## src/rtl/uart_rx_deframer_if.sv

```systemverilog
// Receive holding-register interface between uart_rx_deframer and the APB slave.
// master = deframer side, slave = APB side.
interface uart_rx_deframer_if #(
    parameter int unsigned BITWIDTH = 8
);
    logic [BITWIDTH-1:0] DATA_OUT;
    logic                RX_RDY;
    logic                OVERFLOW;
    logic                FRAMING_ERR;
    logic                PARITY_ERR;
    logic                RD_ACK;
    logic                ERR_CLR;

    modport master (
        output DATA_OUT, RX_RDY, OVERFLOW, FRAMING_ERR, PARITY_ERR,
        input  RD_ACK, ERR_CLR
    );

    modport slave (
        input  DATA_OUT, RX_RDY, OVERFLOW, FRAMING_ERR, PARITY_ERR,
        output RD_ACK, ERR_CLR
    );
endinterface

```

## src/rtl/uart_rx_deframer.sv

```systemverilog
// UART receive deframer: oversampled start/data/[parity]/stop recovery into a holding register.
// Optional parity bit enabled by defining UART_RX_PARITY_EN.
module uart_rx_deframer #(
    parameter int unsigned BITWIDTH   = 8,
    parameter int unsigned OVERSAMPLE = 16
) (
    input  logic                    PCLK,
    input  logic                    PRESETN,
    input  logic                    BAUD_TICK,
    input  logic                    RX,
    input  logic                    ODD_EVEN,
    uart_rx_deframer_if.master      rbuf
);
    localparam int unsigned CW = $clog2(OVERSAMPLE);
    localparam int unsigned IW = $clog2(BITWIDTH + 1);
    localparam logic [CW-1:0] CNT_LAST = CW'(OVERSAMPLE - 1);
    localparam logic [CW-1:0] CNT_MID  = CW'(OVERSAMPLE / 2 - 1);
    localparam logic [IW-1:0] IDX_LAST = IW'(BITWIDTH - 1);

    typedef enum logic [2:0] {IDLE, START, DATA, PARITY, STOP, BREAK} state_t;

    state_t              state;
    logic                rx_q1, rx_s;
    logic [CW-1:0]       cnt;
    logic [IW-1:0]       idx;
    logic [BITWIDTH-1:0] shreg;
    logic [BITWIDTH-1:0] data_out;
    logic                rx_rdy, overflow, framing_err, parity_err;
    logic                commit, par_bad;

`ifdef UART_RX_PARITY_EN
    logic par_bit;
    assign par_bad = ((^shreg) ^ par_bit) != ODD_EVEN;
`else
    logic unused_odd_even;
    assign unused_odd_even = ODD_EVEN;
    assign par_bad         = 1'b0;
`endif

    always_comb begin
        commit = 1'b0;
        if (state == STOP && BAUD_TICK && cnt == CNT_LAST)
            commit = 1'b1;
    end

    always_ff @(posedge PCLK or negedge PRESETN) begin
        if (!PRESETN) begin
            state       <= IDLE;
            rx_q1       <= 1'b1;
            rx_s        <= 1'b1;
            cnt         <= '0;
            idx         <= '0;
            shreg       <= '0;
            data_out    <= '0;
            rx_rdy      <= 1'b0;
            overflow    <= 1'b0;
            framing_err <= 1'b0;
            parity_err  <= 1'b0;
`ifdef UART_RX_PARITY_EN
            par_bit     <= 1'b0;
`endif
        end else begin
            rx_q1 <= RX;
            rx_s  <= rx_q1;

            case (state)
                IDLE: if (BAUD_TICK && !rx_s) begin
                    state <= START;
                    cnt   <= '0;
                end
                START: if (BAUD_TICK) begin
                    if (cnt == CNT_MID) begin
                        cnt <= '0;
                        idx <= '0;
                        state <= rx_s ? IDLE : DATA;
                    end else begin
                        cnt <= cnt + CW'(1);
                    end
                end
                DATA: if (BAUD_TICK) begin
                    if (cnt == CNT_LAST) begin
                        shreg <= {rx_s, shreg[BITWIDTH-1:1]};
                        cnt   <= '0;
                        idx   <= idx + IW'(1);
                        if (idx == IDX_LAST) begin
`ifdef UART_RX_PARITY_EN
                            state <= PARITY;
`else
                            state <= STOP;
`endif
                        end
                    end else begin
                        cnt <= cnt + CW'(1);
                    end
                end
`ifdef UART_RX_PARITY_EN
                PARITY: if (BAUD_TICK) begin
                    if (cnt == CNT_LAST) begin
                        par_bit <= rx_s;
                        cnt     <= '0;
                        state   <= STOP;
                    end else begin
                        cnt <= cnt + CW'(1);
                    end
                end
`endif
                STOP: if (BAUD_TICK) begin
                    if (cnt == CNT_LAST) begin
                        cnt   <= '0;
                        state <= rx_s ? IDLE : BREAK;
                    end else begin
                        cnt <= cnt + CW'(1);
                    end
                end
                // A held-low line must go high before another start bit is accepted.
                BREAK: if (rx_s) state <= IDLE;
                default: state <= IDLE;
            endcase

            // Clear first so a same-cycle error set takes priority.
            if (rbuf.ERR_CLR) begin
                overflow    <= 1'b0;
                framing_err <= 1'b0;
                parity_err  <= 1'b0;
            end

            if (commit) begin
                if (!rx_rdy || rbuf.RD_ACK) begin
                    data_out <= shreg;
                    rx_rdy   <= 1'b1;
                end else begin
                    overflow <= 1'b1;
                end
                if (!rx_s)   framing_err <= 1'b1;
                if (par_bad) parity_err  <= 1'b1;
            end else if (rbuf.RD_ACK) begin
                rx_rdy <= 1'b0;
            end
        end
    end

    assign rbuf.DATA_OUT    = data_out;
    assign rbuf.RX_RDY      = rx_rdy;
    assign rbuf.OVERFLOW    = overflow;
    assign rbuf.FRAMING_ERR = framing_err;
    assign rbuf.PARITY_ERR  = parity_err;
endmodule

```

## src/flat_wrapper.sv

```systemverilog
// flat-port wrapper written by rule: the top's interface ports become plain ports
module uart_rx_deframer_flat 
#(
    parameter int unsigned BITWIDTH   = 8,
    parameter int unsigned OVERSAMPLE = 16
)
  (PCLK, PRESETN, BAUD_TICK, RX, ODD_EVEN, rbuf_DATA_OUT, rbuf_RX_RDY, rbuf_OVERFLOW, rbuf_FRAMING_ERR, rbuf_PARITY_ERR, rbuf_RD_ACK, rbuf_ERR_CLR);
  uart_rx_deframer_if #(.BITWIDTH(BITWIDTH)) rbuf_i ();
  input  logic PCLK;
  input  logic PRESETN;
  input  logic BAUD_TICK;
  input  logic RX;
  input  logic ODD_EVEN;
  output wire logic [$bits(rbuf_i.DATA_OUT)-1:0] rbuf_DATA_OUT;
  output wire logic [$bits(rbuf_i.RX_RDY)-1:0] rbuf_RX_RDY;
  output wire logic [$bits(rbuf_i.OVERFLOW)-1:0] rbuf_OVERFLOW;
  output wire logic [$bits(rbuf_i.FRAMING_ERR)-1:0] rbuf_FRAMING_ERR;
  output wire logic [$bits(rbuf_i.PARITY_ERR)-1:0] rbuf_PARITY_ERR;
  input wire logic [$bits(rbuf_i.RD_ACK)-1:0] rbuf_RD_ACK;
  input wire logic [$bits(rbuf_i.ERR_CLR)-1:0] rbuf_ERR_CLR;
  assign rbuf_DATA_OUT = rbuf_i.DATA_OUT;
  assign rbuf_RX_RDY = rbuf_i.RX_RDY;
  assign rbuf_OVERFLOW = rbuf_i.OVERFLOW;
  assign rbuf_FRAMING_ERR = rbuf_i.FRAMING_ERR;
  assign rbuf_PARITY_ERR = rbuf_i.PARITY_ERR;
  assign rbuf_i.RD_ACK = rbuf_RD_ACK;
  assign rbuf_i.ERR_CLR = rbuf_ERR_CLR;
  uart_rx_deframer #(.BITWIDTH(BITWIDTH), .OVERSAMPLE(OVERSAMPLE)) u_core (.PCLK(PCLK), .PRESETN(PRESETN), .BAUD_TICK(BAUD_TICK), .RX(RX), .ODD_EVEN(ODD_EVEN), .rbuf(rbuf_i));
endmodule
```

## config.mk

```make
export PLATFORM = sky130hd
export DESIGN_NAME = uart_rx_deframer_flat
export DESIGN_NICKNAME = d
export VERILOG_FILES = /design/src/rtl/uart_rx_deframer_if.sv /design/src/rtl/uart_rx_deframer.sv /design/src/flat_wrapper.sv
export SDC_FILE = /design/constraint.sdc
export NUM_CORES = 1
export LEC_CHECK = 0
export CELL_PAD_IN_SITES_DETAIL_PLACEMENT = 1
export CELL_PAD_IN_SITES_GLOBAL_PLACEMENT = 1
export CORE_MARGIN = 2
export CORE_UTILIZATION = 38
export DETAILED_ROUTE_END_ITERATION = 10
export PLACE_DENSITY_LB_ADDON = 0.1
export SYNTH_ARGS = -nofsm -noshare
export SYNTH_HDL_FRONTEND = slang
export SYNTH_SLANG_ARGS = --single-unit
```

## constraint.sdc

```tcl
create_clock -name PCLK -period 4.6 [get_ports PCLK]
set_input_delay 0.92 -clock PCLK [delete_from_list [all_inputs] [get_ports PCLK]]
set_output_delay 0.92 -clock PCLK [all_outputs]
set_load 0.01 [all_outputs]
```

==> impl_metrics.json <==
{
  "status": "finished, final reports clean",
  "ys_types": 36,
  "power.leakage_uw": 0.0008109,
  "rsz0062_at_grt": "false",
  "globalRouteOverflowTotal": 0,
  "worstSetupPathType": "in -> reg",
  "layout.nets": 157,
  "synthesis.area_um2": 1476,
  "cts_max_level": 2,
  "hold_path_class": "reg -> reg",
  "setup.worst_path.start_class": "primary input",
  "hpwl_mm": 1.956,
  "clockBufferDepth": 2,
  "cp.required_ns": 4.77,
  "fin_crit_ns": 2.756,
  "finalCritPeriodShare": 0.5992,
  "switchingPower_uw": 233.7,
  "drt_first_pass_iters": 3,
  "fin_tns_setup_ns": 0,
  "cts_tree": "built",
  "grt.total_usage": 0.1518,
  "hold_violations": 0,
  "drc_errors": 0,
  "drive_gt1_frac": 0.2148,
  "antenna_cells": 0,
  "crit_buf_inv": 1,
  "die_h_um": 66.33,
  "wire_per_inst_um": 14.12,
  "clkLatencyLatePin_ns": 0.28,
  "maxSlewViolCount": 0,
  "slowest_delay_ns": 0.63,
  "port-buffer-count": 16,
  "pwr-share-seq": 0.478,
  "detail-route-antenna-nets": 0,
  "avgSynthCellArea_um2": 11.27,
  "numCtsBuffers": 5,
  "ctsResizeCount": 0,
  "antenna_found_initial": 0,
  "setup_viol": 0,
  "cp_cell_sequence": "clkdlybuf4s50_1 -> and2_1 -> nand3_1 -> nor2b_1 -> mux2_2",
  "hold_buffers": 0,
  "internal_power_uw": 505.2,
  "cp.arrival_ns": 2.93,
  "power_frac_comb": 0.213,
  "crit_slowest_cell": "nor2b_1",
  "synth_nets": 140,
  "dieArea_um2": 4400,
  "io_pins": 19,
  "slew_headroom": 0.5105,
  "critical-path-top-delay-family": "simple AND/OR/NAND/NOR gates",
  "cts.sinks": 32,
  "fp-row-count": 22,
  "dr_total_vias": 1038,
  "max_freq_mhz": 362.8,
  "peakVddDrop_v": 0.0002103,
  "via_per_inst": 5.269,
  "grt_max_degree": 33,
  "yosys_warnings": 0,
  "maxCapViolations": 0,
  "grt_pass1_vias": 1049,
  "routed_wl_mm": 2.781,
  "die_w_um": 66.33,
  "clkPwrFrac": 0.309,
  "holdWs_ns": 0.3577,
  "drt-initial-drc-count": 35,
  "power_density_nw_per_um2": 417.3,
  "syn_to_final_growth_pct": 19.92,
  "worstMarginPinSlew_ns": 0.7328,
  "coreArea_um2": 3689,
  "ys_seq_elements": 32,
  "start_util": 0.4003,
  "clk_pin_slew_ns": 0.07,
  "cp_max_fo": 8,
  "synth_cells": 131,
  "cts_setup_buffers": 0,
  "cts-root-buf": "clkbuf_8",
  "grt_pass1_wl_mm": 4.878,
  "switching_share": 0.3163,
  "seq_area_frac_synth": 0.5441,
  "critPathCaptureType": "flip-flop",
  "routabilityCongestion": 0.7399,
  "finClkSkew_ns": 0.006084
}
## worst paths after layout
path,from,slack [ns],cells past startpoint,to
worst max-delay path,BAUD_TICK,1.84,5,u_core.rbuf.DATA_OUT[1]
worst min-delay path,u_core.rx_q1,0.36,0,u_core.rx_s
worst max register to register,u_core.cnt[0],2.26,6,u_core.rbuf.DATA_OUT[1]
worst min register to register,u_core.rx_q1,0.36,0,u_core.rx_s
max in group asynchronous,PRESETN,3.24,2,u_core.rx_q1
min in group asynchronous,PRESETN,1.04,2,u_core.rbuf.DATA_OUT[6]
## final cells by class
cell class / count / area, µm²
sequential: 32 / 803.3
clock inverter: 2 / 15.01
clock buffer: 6 / 82.58
tap: 48 / 60.06
inverter: 3 / 11.26
multi-input combinational: 89 / 630.6
fill: 426 / 1918
timing repair buffer: 17 / 167.7
## cell usage after synthesis (all sizes together)
| cell type | count | area (µm²) |
|---|---|---|
| dfstp | 2 | 52.55 |
| o31ai | 1 | 7.510 |
| o22ai | 2 | 12.51 |
| nand2 | 9 | 33.78 |
| inv | 3 | 11.26 |
| conb | 1 | 3.750 |
| xor2 | 2 | 17.52 |
| o21ai | 11 | 55.05 |
| dfrtp | 30 | 750.7 |
| and3b | 2 | 18.77 |
| or3b | 2 | 17.52 |
| a21o | 2 | 15.01 |
| a211oi | 1 | 7.510 |
| a32o | 1 | 10.01 |
| nor3b | 1 | 7.510 |
| a22o | 1 | 8.760 |
| nand2b | 2 | 12.51 |
| nand3b | 2 | 15.01 |
| a21oi | 2 | 10.01 |
| buf | 1 | 7.510 |
| and2 | 3 | 18.77 |
| nor2b | 3 | 18.77 |
| nor2 | 6 | 22.52 |
| clkbuf | 6 | 23.77 |
| and3 | 1 | 7.510 |
| a41o | 1 | 10.01 |
| xnor2 | 1 | 8.760 |
| nor3 | 3 | 15.01 |
| nand4 | 1 | 6.260 |
| o32ai | 1 | 8.760 |
| ha | 2 | 25.02 |
| or4 | 2 | 15.01 |
| nand3 | 6 | 30.03 |
| mux2 | 17 | 191.4 |
## worst register-to-register path: cells and delay by family (launching register included)
| family | cells | cell delay, ns |
|---|---|---|
| adders and majority gates | 1 | 0.21 |
| muxes | 1 | 0.41 |
| and+or+nand+nor | 4 | 1.22 |
| DFF | 1 | 0.38 |
## metrics by stage
stage	setup slack [ns]	util	std cells	total power, µW	cell area [µm²]
4_1_cts	1.824	0.4800	197	753.7	1770
2_1_floorplan	2.412	-	131	475.5	1476
3_3_place_gp	1.541	0.4535	189	509.8	1673
5_1_grt	1.652	0.4800	197	794.1	1770
3_5_place_dp	1.499	0.4535	189	519.1	1673
6_report	1.844	0.4800	197	738.8	1770
## logic make-up (layout without fill, tap and decap cells)
family / after synthesis / in the layout / synth area share
flip-flops: 32 / 32 / 0.5441
AO/OA/AOI/OAI: 23 / 23 / 0.09831
buffers and inverters: 10 / 28 / 0.02881
AND/OR/NAND/NOR: 43 / 43 / 0.1619
adder cells (fa/ha/maj): 2 / 2 / 0.01695
other: 1 / 1 / 0.002540
multiplexers: 17 / 17 / 0.1297
XOR/XNOR: 3 / 3 / 0.01780
## per-layer routing
metal,global-route usage,vias to the layer above,part of all wire
li1,-,499,-
met4,0.07653,0,0.021
met2,0.2375,14,0.49
met1,0.1891,520,0.45
met5,0,-,0
met3,0.04600,5,0.035
## state kept, by name, summed over array words and instances (netlist names)
name	cells
u_core.rbuf.DATA_OUT	8
u_core.rx_s	1
u_core.rbuf.RX_RDY	1
u_core.idx	4
u_core.rbuf.OVERFLOW	1
u_core.cnt	4
u_core.state	3
u_core.rbuf.FRAMING_ERR	1
u_core.rx_q1	1
u_core.shreg	8
## cells in the final DEF (no fill, tap or decap), types with 2 or more instances in the layout
master	n
nand3_1	6
inv_1	3
or3b_2	2
a21o_1	2
nand3b_1	2
xor2_1	2
nand2b_1	2
clkbuf_8	6
clkdlybuf4s50_1	16
nor3_1	3
nand2_1	9
nor2_1	6
a21oi_1	2
ha_1	2
or4_1	2
mux2_2	17
o22ai_1	2
dfstp_2	2
o21ai_0	11
and2_1	3
nor2b_1	3
clkinvlp_4	2
dfrtp_1	30
## power groups by stage
| stage | sequential [µW] | clock, µW | combinational, µW |
|---|---|---|---|
| after global placement | 356 | 0 | 153 |
| after CTS | 354 | 239 | 161 |
| final | 353 | 228 | 157 |
| after global routing | 362 | 248 | 184 |
| after floorplan | 337 | 0 | 139 |
| after detailed placement | 359 | 0 | 160 |
Power figures use the tool's default switching activity.
